## config.mk

```make
export PLATFORM = sky130hd
export DESIGN_NAME = frequency_meter
export DESIGN_NICKNAME = d
export VERILOG_FILES = /design/src/rtl/frequency_meter.sv
export SDC_FILE = /design/constraint.sdc
export NUM_CORES = 1
export LEC_CHECK = 0
export CAP_MARGIN = 30
export CORE_ASPECT_RATIO = 1.2
export CORE_MARGIN = 5
export CORE_UTILIZATION = 55
export CTS_BUF_LIST = sky130_fd_sc_hd__clkbuf_4 sky130_fd_sc_hd__clkbuf_8
export DETAILED_ROUTE_END_ITERATION = 8
export HOLD_SLACK_MARGIN = 0.15
export PLACE_DENSITY = 0.84
export SYNTH_ARGS = -nofsm -noshare
export SYNTH_HDL_FRONTEND = slang
export SYNTH_SLANG_ARGS = --single-unit
export TNS_END_PERCENT = 20
```

## constraint.sdc

```tcl
create_clock -name clk -period 2.8 [get_ports clk]
set_clock_uncertainty 0.15 [all_clocks]
set_input_delay 0.56 -clock clk [delete_from_list [all_inputs] [get_ports clk]]
set_output_delay 0.56 -clock clk [all_outputs]
set_load 0.005 [all_outputs]
```

## src/rtl/frequency_meter.sv

```systemverilog
// Gated edge counter: counts rising edges of an asynchronous sig_in over GATE_CYCLES clk cycles.
// Optional macro FREQ_METER_PERIOD_EN adds period/period_ok outputs (cycles between the last two rises).
module frequency_meter #(
    parameter int GATE_CYCLES = 50000000,
    parameter int CNT_W       = 28,
    parameter int SYNC_STAGES = 2
) (
    input  logic             clk,
    input  logic             rst_n,
    input  logic             sig_in,
    input  logic             start,
    input  logic             continuous,
    output logic             busy,
    output logic [CNT_W-1:0] freq_cnt,
    output logic             overflow,
    output logic             valid
`ifdef FREQ_METER_PERIOD_EN
    ,
    output logic [CNT_W-1:0] period,
    output logic             period_ok
`endif
);

    localparam int GATE_W = (GATE_CYCLES > 1) ? $clog2(GATE_CYCLES) : 1;
    localparam logic [GATE_W-1:0] GATE_LAST = GATE_W'(GATE_CYCLES - 1);
    localparam logic [CNT_W-1:0]  CNT_MAX   = '1;

    localparam logic [1:0] IDLE  = 2'd0;
    localparam logic [1:0] GATE  = 2'd1;
    localparam logic [1:0] LATCH = 2'd2;

    logic [1:0]             state;
    logic [SYNC_STAGES-1:0] sync_q;
    logic                   s;
    logic                   s_d;
    logic                   rise;
    logic [GATE_W-1:0]      gate_cnt;
    logic [CNT_W-1:0]       edge_cnt;
    logic                   ovf_flag;
    logic                   win_clear;
    logic                   latch;

    assign s    = sync_q[SYNC_STAGES-1];
    assign rise = s & ~s_d;
    assign busy = (state != IDLE);

    // A new window begins either from an idle start or back-to-back after LATCH.
    assign win_clear = ((state == IDLE) && start) || ((state == LATCH) && continuous);
    assign latch     = (state == LATCH);

    always_ff @(posedge clk or negedge rst_n) begin
        if (!rst_n) begin
            sync_q <= '0;
            s_d    <= 1'b0;
        end else begin
            sync_q <= {sync_q[SYNC_STAGES-2:0], sig_in};
            s_d    <= s;
        end
    end

    always_ff @(posedge clk or negedge rst_n) begin
        if (!rst_n) begin
            state    <= IDLE;
            gate_cnt <= '0;
            edge_cnt <= '0;
            ovf_flag <= 1'b0;
            freq_cnt <= '0;
            overflow <= 1'b0;
            valid    <= 1'b0;
        end else begin
            valid <= 1'b0;
            if (win_clear) begin
                gate_cnt <= '0;
                edge_cnt <= '0;
                ovf_flag <= 1'b0;
            end
            case (state)
                IDLE: begin
                    if (start) state <= GATE;
                end
                GATE: begin
                    gate_cnt <= gate_cnt + GATE_W'(1);
                    if (rise) begin
                        if (edge_cnt == CNT_MAX) ovf_flag <= 1'b1;
                        else                     edge_cnt <= edge_cnt + CNT_W'(1);
                    end
                    if (gate_cnt == GATE_LAST) state <= LATCH;
                end
                LATCH: begin
                    // Rises during this cycle are deliberately not counted.
                    freq_cnt <= edge_cnt;
                    overflow <= ovf_flag;
                    valid    <= 1'b1;
                    state    <= continuous ? GATE : IDLE;
                end
                default: state <= IDLE;
            endcase
        end
    end

`ifdef FREQ_METER_PERIOD_EN
    logic [CNT_W-1:0] since_cnt;
    logic [CNT_W-1:0] period_last;
    logic             seen_one;
    logic             seen_two;

    // since_cnt is the number of cycles elapsed since the most recent counted rise.
    always_ff @(posedge clk or negedge rst_n) begin
        if (!rst_n) begin
            since_cnt   <= '0;
            period_last <= '0;
            seen_one    <= 1'b0;
            seen_two    <= 1'b0;
            period      <= '0;
            period_ok   <= 1'b0;
        end else begin
            if (latch) begin
                period    <= period_last;
                period_ok <= seen_two;
            end
            if (win_clear) begin
                since_cnt   <= '0;
                period_last <= '0;
                seen_one    <= 1'b0;
                seen_two    <= 1'b0;
            end else if (state == GATE) begin
                if (rise) begin
                    if (seen_one) begin
                        period_last <= since_cnt;
                        seen_two    <= 1'b1;
                    end
                    seen_one  <= 1'b1;
                    since_cnt <= CNT_W'(1);
                end else if (since_cnt != CNT_MAX) begin
                    since_cnt <= since_cnt + CNT_W'(1);
                end
            end
        end
    end
`endif

endmodule
```

==> results_dict.tcl, run 1 <==
set metrics [dict create \
    synth_flop_cell "dfrtp_1" \
    synth.most_common_cell "dfrtp_1" \
    post-route-period-util_pct 90.1 \
    postLayoutCoreUtil_pct 64.6 \
    grt_antenna_before_repair 0 \
    cp-end-kind "register" \
    worst_hold_path_type "reg2reg" \
    post_synthesis_register_bit_count 90 \
    cts_tree "yes" \
    vias_in_the_first_global_route 3219 \
    post-place-ws_ns 0.327 \
    grt_util_overall_pct 19.4 \
    syn_nets 415 \
    nets_finish 450 \
    ys_top_cells_by_count "90 x dfrtp_1, 45 x nand2_1, 28 x nand3_1" \
    synthToLayoutAreaGrowth_pct 14.5 \
    final-setup-viol-count 0 \
    routabilityCongestion 0.906 \
    routed_length_per_instance_um 17.0 \
    netlist.area_leader.share_pct 51.8 \
    async_flop_share_pct 100 \
    maximum_clock_insertion_buffer_count 2 \
    htreeDepth 3 \
    critical_path.startpoint "edge_cnt[0]$_DFF_PN0_" \
    width_of_the_die_um 91.2 \
    grt_first_pass_wirelength_mm 15.5 \
    postRouteAntennaNets 0 \
    timing.setup.critical_path_class "reg2reg" \
    r2r_start "edge_cnt[0]$_DFF_PN0_" \
    max-vdd-ir-drop_mv 0.378 \
    clock-sinks 90 \
    syn_area_per_cell_um2 10.7 \
    worstPathRequired_ns 2.90 \
    cellPowerDensity_mw_per_mm2 488 \
    drv_cap 0 \
    port_buffers 35 \
    core.rowCount 35 \
    clock_tree.root_cell "clkbuf_8" \
    final_cell_area_mm2 0.00498 \
    drive_above_1_share_pct 14.1 \
    final-max-slew-violation-count 0 \
    num-fill-cells 624 \
    tns_ns 0 \
    muxShareOfSynthArea_pct 9.67 \
    synth_simple_gate_area_share_pct 22.6 \
    worst-path-max-fanout 28 \
    synth_warnings 0 \
    dr.first_iter.drc_count 381 \
    synth_area_leaders "dfrtp_1 52%, mux2_2 6.2%, nand2_1 3.9%" \
    worst_ep_arrival_time_ns 2.62 \
    synth_fa_ha_area_share_pct 0.575 \
    slew_headroom_pct 45.9 \
    initial_core_util_pct 56.4 \
    multi_input_comb_area_mm2 0.00196 \
    synth-xor-area-share_pct 0.201 \
    placeableCoreArea_mm2 0.00771 \
    post-route-drc-count 0 \
    clkSlewWorstSetupHoldPaths_ns 0.08 \
    number_of_buffers_created_by_cts 9 \
    synth-compound-area-share_pct 12.0 \
    dpl.cell_count 523 \
    netlist-cell-type-count 49 \
    netlist_instances 408 \
    clkLatencyLatePin_ns 0.35 \
    synthesized_area_mm2 0.00435 \
    largest_family_of_logic_cells_by_synthesized_area "simple AND/OR/NAND/NOR gates" \
    viasPerCell 6.23 \
    synth.largest_area_cell "dfrtp_1" \
    leakage_power_nw 2.34 \
    ios 36 \
    rsz0062_at_grt "no" \
    n_antenna_cell 0 \
    dr_vias 3366 \
    drt-pass1-iter-count 5 \
    hpwl_mm 6.34 \
    die_h_um 107 \
    hold_path_startpoint "sync_q[0]$_DFF_PN0_" \
    period_minus_slack_ns 2.52 \
    grt-ovfl-total 0 \
    postLayoutSetupSlackWorst_ns 0.277 \
    worst_slew_pin_slew_ns 0.812 \
    ys_seq_area_share_pct 51.8 \
    startpoint_type "register" \
    ff_latch_area_mm2 0.00225 \
    drt-total-wl_mm 9.16 \
    floorplan_die_area_mm2 0.00979 \
    hold_viol 0 \
    run_status "complete, no violations" \
    post_layout_nonfiller_instances 540 \
    pin_count_of_the_biggest_net_entering_global_routing 44 \
    synth_edf_count 0 \
    post_dp_cell_area_mm2 0.00478 \
    clock.fmax_mhz 396 \
]
==> registers in the layout (all words and copies together), names as in the netlist <==
register and count:
gate_cnt 26, valid 1, sync_q 2, overflow 1
edge_cnt 28, freq_cnt 28, s_d 1, ovf_flag 1
state 2
==> worst max-delay path, stage by stage (launching register included) <==
cell     delay [ns]
dfrtp_1        0.44
ha_1           0.28
nand4_1        0.19
nor3_4         0.09
a31oi_4        0.69
mux2_2         0.41
a21o_1         0.17
==> placed cells by master, fill, tap and decap left out, types with 3 or more instances in the layout <==
master / synthesis / routed
o21ai_1: 14 / 14
dfrtp_1: 90 / 90
and2_1: 7 / 7
a21oi_1: 6 / 6
mux2_2: 24 / 24
o211ai_1: 10 / 10
nor3b_1: 3 / 3
nand3_1: 28 / 28
clkdlybuf4s50_1: 0 / 34
nand4_1: 19 / 19
inv_1: 7 / 7
nor2_1: 12 / 12
nand2_1: 45 / 45
nor4_1: 4 / 4
buf_4: 3 / 9
o21ai_0: 13 / 13
clkbuf_8: 0 / 12
nor3_1: 12 / 12
nand2b_1: 3 / 3
and3_1: 15 / 15
a31oi_1: 3 / 3
or3_1: 5 / 5
a211o_1: 11 / 11
o31ai_1: 9 / 9
mux2i_1: 15 / 15
==> layer usage <==
metal	track usage (%)	vias to the layer above	share of wire, %	wire length (µm)
met5	0	-	0	0
met4	7.86	0	1.6	148
met3	3.85	15	4.9	453
met2	31.5	109	50	4560
met1	25.6	1661	44	4000
li1	-	1581	-	-
==> metrics by stage <==
stage	total power, mW	hold WS (ns)
after floorplan	1.54	0.114
after global placement	1.60	0.183
after detailed placement	1.61	0.187
after CTS	2.45	0.205
after global routing	2.54	0.215
final	2.43	0.202
==> timing repair <==
item,in CTS,in global routing
buffers inserted,0,0
resized for setup,0,0
endpoints found under the hold margin,41,0
hold buffers,1,0
==> kinds of logic after synthesis <==
logic type,after synthesis
simple gates,173
flops,90
compound gates,75
mux,39
buf+inv,28
fa+ha+maj,2
xor+xnor,1
==> path summary, 6_finish.rpt <==
kind | endpoint | slack [ns] | cells after the start
min in group asynchronous | freq_cnt[14]$_DFFE_PN0N_ | 0.59 | 2
worst min-delay path | sync_q[1]$_DFF_PN0_ | 0.20 | 0
worst max-delay path | edge_cnt[26]$_DFF_PN0_ | 0.28 | 6
worst min register to register | sync_q[1]$_DFF_PN0_ | 0.20 | 0
max in group asynchronous | edge_cnt[22]$_DFF_PN0_ | 1.28 | 3
worst max register to register | edge_cnt[26]$_DFF_PN0_ | 0.28 | 6
==> final cells by class <==
type | instances | share of cell area, %
repair buffers | 45 | 8.79
clock inverters | 2 | 0.201
clock buffers | 14 | 3.62
well taps | 92 | 2.31
inverters | 7 | 0.528
multi-input cells | 290 | 39.3
flip-flops and latches | 90 | 45.2
==> where the power goes <==
part           switching [mW]  leakage [nW]  internal, mW
registers              0.0878          1.12          1.34
clock network           0.429         0.103         0.413
logic                  0.0950          1.11        0.0621
total                   0.611          2.34          1.82
Note: power is estimated with default switching activity, not from simulation.
==> run 2, diff against run 1 <==
--- a/config.mk
+++ b/config.mk
@@ -5,9 +5,10 @@
 export SDC_FILE = /design/constraint.sdc
 export NUM_CORES = 1
 export LEC_CHECK = 0
+export ABC_AREA = 0
 export CAP_MARGIN = 30
 export CORE_ASPECT_RATIO = 1.2
-export CORE_MARGIN = 5
+export CORE_MARGIN = 3
 export CORE_UTILIZATION = 55
 export CTS_BUF_LIST = sky130_fd_sc_hd__clkbuf_4 sky130_fd_sc_hd__clkbuf_8
 export DETAILED_ROUTE_END_ITERATION = 8
==> results_dict.tcl, run 2 (synthesis results as in run 1) <==
set metrics [dict create \
    slowest_stage "dfrtp_1" \
    final-max-slew-violation-count 0 \
    period_minus_slack_ns 2.44 \
    drt-pass1-iter-count 4 \
    clkSlewWorstSetupHoldPaths_ns 0.09 \
    cpMostUsedCell "buf_4" \
    n_antenna_cell 0 \
    postRouteAntennaNets 0 \
    cellPowerDensity_mw_per_mm2 484 \
    rsz0062_at_grt "no" \
    post-route-drc-count 0 \
    routed_length_per_instance_um 16.4 \
    layout.cells.most_common "dfrtp_1" \
    die_h_um 103 \
    maximum_clock_insertion_buffer_count 2 \
    grt_util_overall_pct 21.4 \
    nets_finish 453 \
    timing.setup.critical_path_class "reg2reg" \
    layout.cells.most_common_list "90 x dfrtp_1, 45 x nand2_1, 34 x clkdlybuf4s50_1" \
    synthToLayoutAreaGrowth_pct 14.7 \
    placeableCoreArea_mm2 0.00744 \
    cts_tree "yes" \
    clock.fmax_mhz 409 \
    clock_tree.root_cell "clkbuf_8" \
    hpwl_mm 6.23 \
    cp_num_cells 8 \
    power_total_mw 2.42 \
    drt-total-wl_mm 8.90 \
    grt_antenna_before_repair 0 \
    max-vdd-ir-drop_mv 0.323 \
    final-setup-viol-count 0 \
    critPathTopFamily "simple AND/OR/NAND/NOR gates" \
    critical_path.startpoint "edge_cnt[0]$_DFF_PN0_" \
    drive_above_1_share_pct 14.6 \
    regToRegEndpoint "edge_cnt[4]$_DFF_PN0_" \
    run_status "complete, no violations" \
    cts_setup_buffers 0 \
    critPathBufInv 2 \
    worstPathRequired_ns 2.93 \
    startpoint_type "register" \
    ios 36 \
    holdWs_ns 0.202 \
    viasPerCell 6.17 \
    port_buffers 35 \
    floorplan_die_area_mm2 0.00901 \
    vias_in_the_first_global_route 3210 \
    routabilityCongestion 0.946 \
    dr.first_iter.drc_count 271 \
    cp_cell_sequence "ha_1 -> nand4_1 -> nor3_4 -> buf_4 -> a31o_4 -> buf_4 -> nand2_1 -> a21oi_1" \
    clkLatencyLatePin_ns 0.36 \
    worst_hold_path_type "reg2reg" \
    post_dp_cell_area_mm2 0.00479 \
    worst_slew_pin_slew_ns 0.605 \
    worst-path-max-fanout 24 \
    cp-end-kind "register" \
    crit_end "edge_cnt[4]$_DFF_PN0_" \
    r2r.worst_path.cells 8 \
    grt_first_pass_wirelength_mm 15.0 \
    number_of_buffers_created_by_cts 9 \
    critical-path-max-stage-delay_ns 0.45 \
    slew_headroom_pct 59.7 \
    htreeDepth 3 \
    clock-sinks 90 \
    initial_core_util_pct 58.4 \
    r2r_start "edge_cnt[0]$_DFF_PN0_" \
    tns_ns 0 \
    reg_top3 "edge_cnt x28, freq_cnt x28, gate_cnt x26" \
    ff2ff_setup_slack_ns 0.36 \
    final_cell_area_mm2 0.00499 \
    drv_cap 0 \
    core.rowCount 34 \
    post-route-period-util_pct 87.2 \
    post-place-ws_ns 0.411 \
    leakage_power_nw 2.34 \
    postLayoutSetupSlackWorst_ns 0.357 \
    grt-ovfl-total 0 \
    hold_viol 0 \
    width_of_the_die_um 87.2 \
    dr_vias 3338 \
    worst_ep_arrival_time_ns 2.57 \
    pin_count_of_the_biggest_net_entering_global_routing 49 \
]
## run 2: worst register-to-register path, stage by stage, from the launching register on
cell,delay [ns]
dfrtp_1,0.45
ha_1,0.28
nand4_1,0.19
nor3_4,0.27
buf_4,0.18
a31o_4,0.16
buf_4,0.26
nand2_1,0.21
a21oi_1,0.22
## run 2: report_power, final
part	internal, mW	switching [mW]	leakage, nW
Sequential	1.34	0.0873	1.12
Clock	0.392	0.441	0.0944
Combinational	0.0622	0.0908	1.12
## run 2: worst min path at each step
stage	startpoint	slack (ns)	cells after the start	to
global placement	sync_q[0]$_DFF_PN0_	0.18	0	sync_q[1]$_DFF_PN0_
CTS	sync_q[0]$_DFF_PN0_	0.20	0	sync_q[1]$_DFF_PN0_
floorplan	rst_n	0.11	0	edge_cnt[0]$_DFF_PN0_
global route	sync_q[0]$_DFF_PN0_	0.23	0	sync_q[1]$_DFF_PN0_
detailed placement	sync_q[0]$_DFF_PN0_	0.18	0	sync_q[1]$_DFF_PN0_
finish	sync_q[0]$_DFF_PN0_	0.20	0	sync_q[1]$_DFF_PN0_
## run 2: metal layers
metal  part of all wire [%]  global-route usage (%)  up-vias
li1                       -                       -     1587
met1                     42                    26.8     1608
met2                     50                    35.7      114
met3                    4.8                    4.36       29
met4                    3.0                    9.92        0
met5                      0                       0        -
## run 2: per-stage QoR
step	cells	util, %
2_1_floorplan	408	-
3_3_place_gp	524	64.3
3_5_place_dp	524	64.3
4_1_cts	541	67.0
5_1_grt	541	67.0
6_report	541	67.0
## run 2: repair_timing
item | in CTS | in global routing
gates resized for setup | 0 | 0
hold buffers | 1 | 0
setup endpoints to repair | 0 | 0
hold endpoints to repair | 45 | 0
## run 2: area by class of cell
| class | count | area (µm²) |
|---|---|---|
| fill | 547 | 2460 |
| sequential | 90 | 2250 |
| multi-input combinational | 290 | 1960 |
| timing repair buffer | 48 | 448 |
| clock buffer | 12 | 165 |
| tap | 90 | 113 |
| inverter | 7 | 26.3 |
| clock inverter | 4 | 25.0 |
==> run 3, diff against run 2 <==
--- a/config.mk
+++ b/config.mk
@@ -11,6 +11,7 @@
 export CORE_MARGIN = 3
 export CORE_UTILIZATION = 55
 export CTS_BUF_LIST = sky130_fd_sc_hd__clkbuf_4 sky130_fd_sc_hd__clkbuf_8
+export CTS_CLUSTER_SIZE = 28
 export DETAILED_ROUTE_END_ITERATION = 8
 export HOLD_SLACK_MARGIN = 0.15
 export PLACE_DENSITY = 0.84
==> results of run 3 <==
Same layout as run 2: the final DEF is identical, and so are final timing and power.
